==> config.mk <==
export PLATFORM = sky130hd
export DESIGN_NAME = spi_frame_controller
export DESIGN_NICKNAME = d
export VERILOG_FILES = /design/src/rtl/spi_frame_controller.sv
export SDC_FILE = /design/constraint.sdc
export NUM_CORES = 1
export LEC_CHECK = 0
export BUFFER_PORTS_ARGS = -buffer_cell sky130_fd_sc_hd__buf_2
export CAP_MARGIN = 20
export CORE_ASPECT_RATIO = 1.1
export CORE_MARGIN = 3
export CORE_UTILIZATION = 44
export CTS_CLUSTER_SIZE = 28
export DETAILED_ROUTE_END_ITERATION = 10
export PLACE_DENSITY = 0.67
export SETUP_SLACK_MARGIN = 0.05
export SLEW_MARGIN = 5
export SYNTH_ARGS = -nofsm -noshare
export SYNTH_HDL_FRONTEND = slang
export SYNTH_SLANG_ARGS = --single-unit
==> constraint.sdc <==
create_clock -name clock -period 2.8 [get_ports clock]
set_input_delay 0.28 -clock clock [delete_from_list [all_inputs] [get_ports clock]]
set_output_delay 0.28 -clock clock [all_outputs]
set_load 0.01 [all_outputs]
==> src/rtl/spi_frame_controller.sv <==
// rtl/spi_frame_controller.sv - frame sequencer for the ingress SPI shift register
// Drives enable/clear, captures and parity-checks each frame, hands it off via a one-entry holding register.
module spi_frame_controller #(
  parameter int FRAME_BITS = 25,
  parameter int DEST_W     = 2,
  parameter int CNT_W      = 8
) (
  input  logic                           clock,
  input  logic                           reset,
  input  logic                           select,
  input  logic                           shift_load,
  input  logic [FRAME_BITS-1:0]          shift_data,
  output logic                           shift_enable,
  output logic                           shift_clear,
  output logic                           out_valid,
  input  logic                           out_ready,
  output logic [DEST_W-1:0]              out_dest,
  output logic [FRAME_BITS-DEST_W-2:0]   out_payload,
  output logic                           parity_err,
  output logic                           overrun,
  output logic [CNT_W-1:0]               abort_cnt,
  output logic [CNT_W-1:0]               perr_cnt,
  output logic [CNT_W-1:0]               ovr_cnt
);

  typedef enum logic [2:0] {IDLE, SHIFT, CHECK, CLEAR, WAIT_DESEL} state_t;

  state_t                  state, state_d;
  logic [FRAME_BITS-1:0]   frame_q;
  logic                    enable_d;
  logic                    capture;
  logic                    hold_load;
  logic                    abort_d;
  logic                    perr_d;
  logic                    ovr_d;

  always_comb begin
    state_d   = state;
    enable_d  = shift_enable;
    capture   = 1'b0;
    hold_load = 1'b0;
    abort_d   = 1'b0;
    perr_d    = 1'b0;
    ovr_d     = 1'b0;
    case (state)
      IDLE: begin
        enable_d = 1'b0;
        if (select) begin
          state_d  = SHIFT;
          enable_d = 1'b1;
        end
      end
      SHIFT: begin
        // a completed frame wins over a deselect in the same cycle
        if (shift_load) begin
          capture  = 1'b1;
          enable_d = 1'b0;
          state_d  = CHECK;
        end else if (!select) begin
          abort_d  = 1'b1;
          enable_d = 1'b0;
          state_d  = CLEAR;
        end
      end
      CHECK: begin
        state_d = CLEAR;
        if (^frame_q) begin
          perr_d = 1'b1;
        end else if (!out_valid || out_ready) begin
          hold_load = 1'b1;
        end else begin
          ovr_d = 1'b1;
        end
      end
      CLEAR: begin
        state_d = select ? WAIT_DESEL : IDLE;
      end
      WAIT_DESEL: begin
        if (!select) state_d = IDLE;
      end
      default: begin
        state_d  = IDLE;
        enable_d = 1'b0;
      end
    endcase
  end

  always_ff @(posedge clock or posedge reset) begin
    if (reset) begin
      state        <= IDLE;
      shift_enable <= 1'b0;
      shift_clear  <= 1'b0;
      parity_err   <= 1'b0;
      overrun      <= 1'b0;
      frame_q      <= '0;
    end else begin
      state        <= state_d;
      shift_enable <= enable_d;
      shift_clear  <= (state_d == CLEAR);
      parity_err   <= perr_d;
      overrun      <= ovr_d;
      if (capture) frame_q <= shift_data;
    end
  end

  // holding register runs independently so a frame can wait while the next one shifts in
  always_ff @(posedge clock or posedge reset) begin
    if (reset) begin
      out_valid   <= 1'b0;
      out_dest    <= '0;
      out_payload <= '0;
    end else if (hold_load) begin
      out_valid   <= 1'b1;
      out_dest    <= frame_q[FRAME_BITS-1 -: DEST_W];
      out_payload <= frame_q[FRAME_BITS-DEST_W-1:1];
    end else if (out_valid && out_ready) begin
      out_valid   <= 1'b0;
    end
  end

  always_ff @(posedge clock or posedge reset) begin
    if (reset) begin
      abort_cnt <= '0;
      perr_cnt  <= '0;
      ovr_cnt   <= '0;
    end else begin
      if (abort_d && (abort_cnt != '1)) abort_cnt <= abort_cnt + 1'b1;
      if (perr_d  && (perr_cnt  != '1)) perr_cnt  <= perr_cnt  + 1'b1;
      if (ovr_d   && (ovr_cnt   != '1)) ovr_cnt   <= ovr_cnt   + 1'b1;
    end
  end

endmodule

==> metrics <==
clock skew=0.0123 ns; largest net degree at the start of global routing=47; vias in the first global route=2,365; PostCTS Resize Cnt=0; worst hold slack=0.0298 ns; Setup Buffers After CTS=0; final count of pins violating max slew=0; status=complete, no violations; FFs w/ async S/R, synth=100%; Vias/cell=5.06; CP peak stage delay=0.44 ns; worst path arrival time=2.64 ns; final setup fails=0; Worst-Margin Slew=0.770 ns; Final HPWL DP=4.90 mm; post-synthesis sequential area ratio=57.0%; Setup TNS=0 ns; Mapped Area=3550 um^2; most used cell, CP=xnor2_1; vias=2,352; # port buffers=82; HP Class=in2async; Worst EP required=3.03 ns; row count=33; Max Freq=0.416 GHz; CTS root buf=clkbuf_8; die height=100 um; 1st-pass router iterations=4; CP Buf/Inv Count=1; Rel. slew slack=48.6%; post-synth net total=298; CTS H-tree lvls=3; # DRC=0; synthesized instance count=265; critical path class=reg2reg; #FFs+latches synth=81; Worst Setup Start Kind=flip-flop; critical path's top delay family=XOR/XNOR gates; synthesis warning total=0; routed len/inst=14.7 um; number of CTS-inserted buffers=9; clk_lat worst skew=0.35 ns; Critical Path, Cell by Cell=xnor2_1 -> xnor2_1 -> xnor3_1 -> xnor3_2 -> buf_4 -> nor2_1 -> mux2_2; Worst path slowest cell=xnor3_1; max cap viols=0; Final min period=2.41 ns; ys flop type=dfrtp_1; starting density of the core=46.5%; Post-synth EDFFs=0; DR iter-0 viols=43; Setup crit end kind=flip-flop; count of cell types in the netlist=36; area grow syn2layout=21.3%; Final nets=388; worst-case clock buffer depth=2; core box area=7640 um^2; Clk pin slew, worst setup/hold paths=0.09 ns; period utilization=85.9%; Post-DRT Antenna Nets=0; drt total wl=6.85 mm; RSZ-0062 raised after global routing=false; cell area after layout=4310 um^2; chip width=91.7 um; Top Ports=83; TritonCTS clock tree=built; global-route usage over all layers=15.6%; CP max FO=18; die area=9190 um^2; global-route wire length before repair=11.2 mm; RePlAce Congestion=0.799; CTS Hold Bufs=0; mean area per synthesized cell=13.4 um^2; layout cells sized above 1=44.7%; Area after DPL=4110 um^2; overflow left after global routing=0; Num Clock Sinks=81; diode count=0; initial antenna violation count=0; Final Hold Viols=0; post-layout util=56.4%
metal layers:
layer | wire [um] | share of wire (%) | global-route usage [%]
met4 | 98 | 1.4 | 7.54
met5 | 0 | 0 | 0
met3 | 361 | 5.3 | 3.45
met1 | 3070 | 45 | 19.8
met2 | 3320 | 48 | 25.6
state kept, by name, indices dropped and copies added (netlist names):
signal / count
perr_cnt: 8
state: 3
out_valid: 1
frame_q: 25
out_payload: 22
parity_err: 1
shift_enable: 1
shift_clear: 1
abort_cnt: 8
out_dest: 2
ovr_cnt: 8
overrun: 1
layout by cell type, fill, tap and decap left out, types with 3 or more instances in the layout:
master	netlist	final
buf_4	0	5
nand3_1	10	10
nand2b_1	5	5
ha_1	3	3
nand4_1	8	8
nand2_1	7	7
dfrtp_1	81	81
clkbuf_8	0	9
mux2_2	51	51
buf_2	0	82
nor3_1	6	5
xnor2_1	28	28
and3_1	5	5
inv_1	4	3
nor2_1	9	9
and4_1	3	3
xor2_1	10	10
stage by stage:
stage / instances / setup WS, ns
finish: 465 / 0.395
global route: 465 / 0.255
CTS: 465 / 0.337
detailed placement: 449 / 0.348
global placement: 449 / 0.431
floorplan: 265 / 0.440
worst reg2reg max path, delay by kind of cell (launching register included):
family | cells | cell delay [ns]
simple gates | 1 | 0.22
xor+xnor | 4 | 1.09
flops | 1 | 0.41
buf+inv | 1 | 0.22
mux | 1 | 0.36
final timing paths:
check | startpoint | end | slack [ns] | cells past startpoint
worst max-delay path | frame_q[23] | ovr_cnt[1] | 0.39 | 7
worst min-delay path | reset | out_dest[1] | 0.03 | 2
worst max register to register | frame_q[23] | ovr_cnt[1] | 0.39 | 7
worst min register to register | out_payload[16] | out_payload[16] | 0.49 | 1
max in group asynchronous | reset | state[2] | 1.98 | 3
min in group clock | shift_data[15] | frame_q[15] | 0.15 | 2
Yosys cell counts (all sizes together), types with 2 or more instances:
cell type	instances	share of area, %
a21boi	2	0.42
xnor3	2	1.3
and3	5	0.88
clkbuf	7	0.74
mux2	53	17
or3b	2	0.49
ha	3	1.1
xnor2	28	6.9
nand2b	5	0.88
dfrtp	81	57
nand2	7	0.74
buf	2	0.63
xor2	10	2.5
mux2i	2	0.56
and4	3	0.74
nand3	10	1.4
a31oi	2	0.35
inv	4	0.42
nand4	8	1.4
nor3	7	1.3
a21oi	2	0.28
nor2	9	0.95
cell type report:
| type | count | area (um^2) |
|---|---|---|
| Clock inverter | 7 | 76.3 |
| Tap cell | 105 | 131 |
| Clock buffer | 9 | 124 |
| Timing Repair Buffer | 88 | 468 |
| Inverter | 4 | 16.3 |
| Fill cell | 668 | 3330 |
| Multi-Input combinational cell | 171 | 1470 |
| Sequential cell | 81 | 2030 |
logic make-up (layout without fill, tap and decap cells):
logic type / after synthesis / in the layout / synth area share (%)
AO/OA/AOI/OAI: 11 / 11 / 2.08
XOR/XNOR: 40 / 40 / 10.7
adder cells (fa/ha/maj): 3 / 3 / 1.06
buffers and inverters: 13 / 108 / 1.80
flip-flops: 81 / 81 / 57.0
multiplexers: 55 / 55 / 17.4
AND/OR/NAND/NOR: 62 / 62 / 10.0
Power is not shown: default switching activity piles up to over one toggle a cycle in this logic, so the estimate is an artifact.
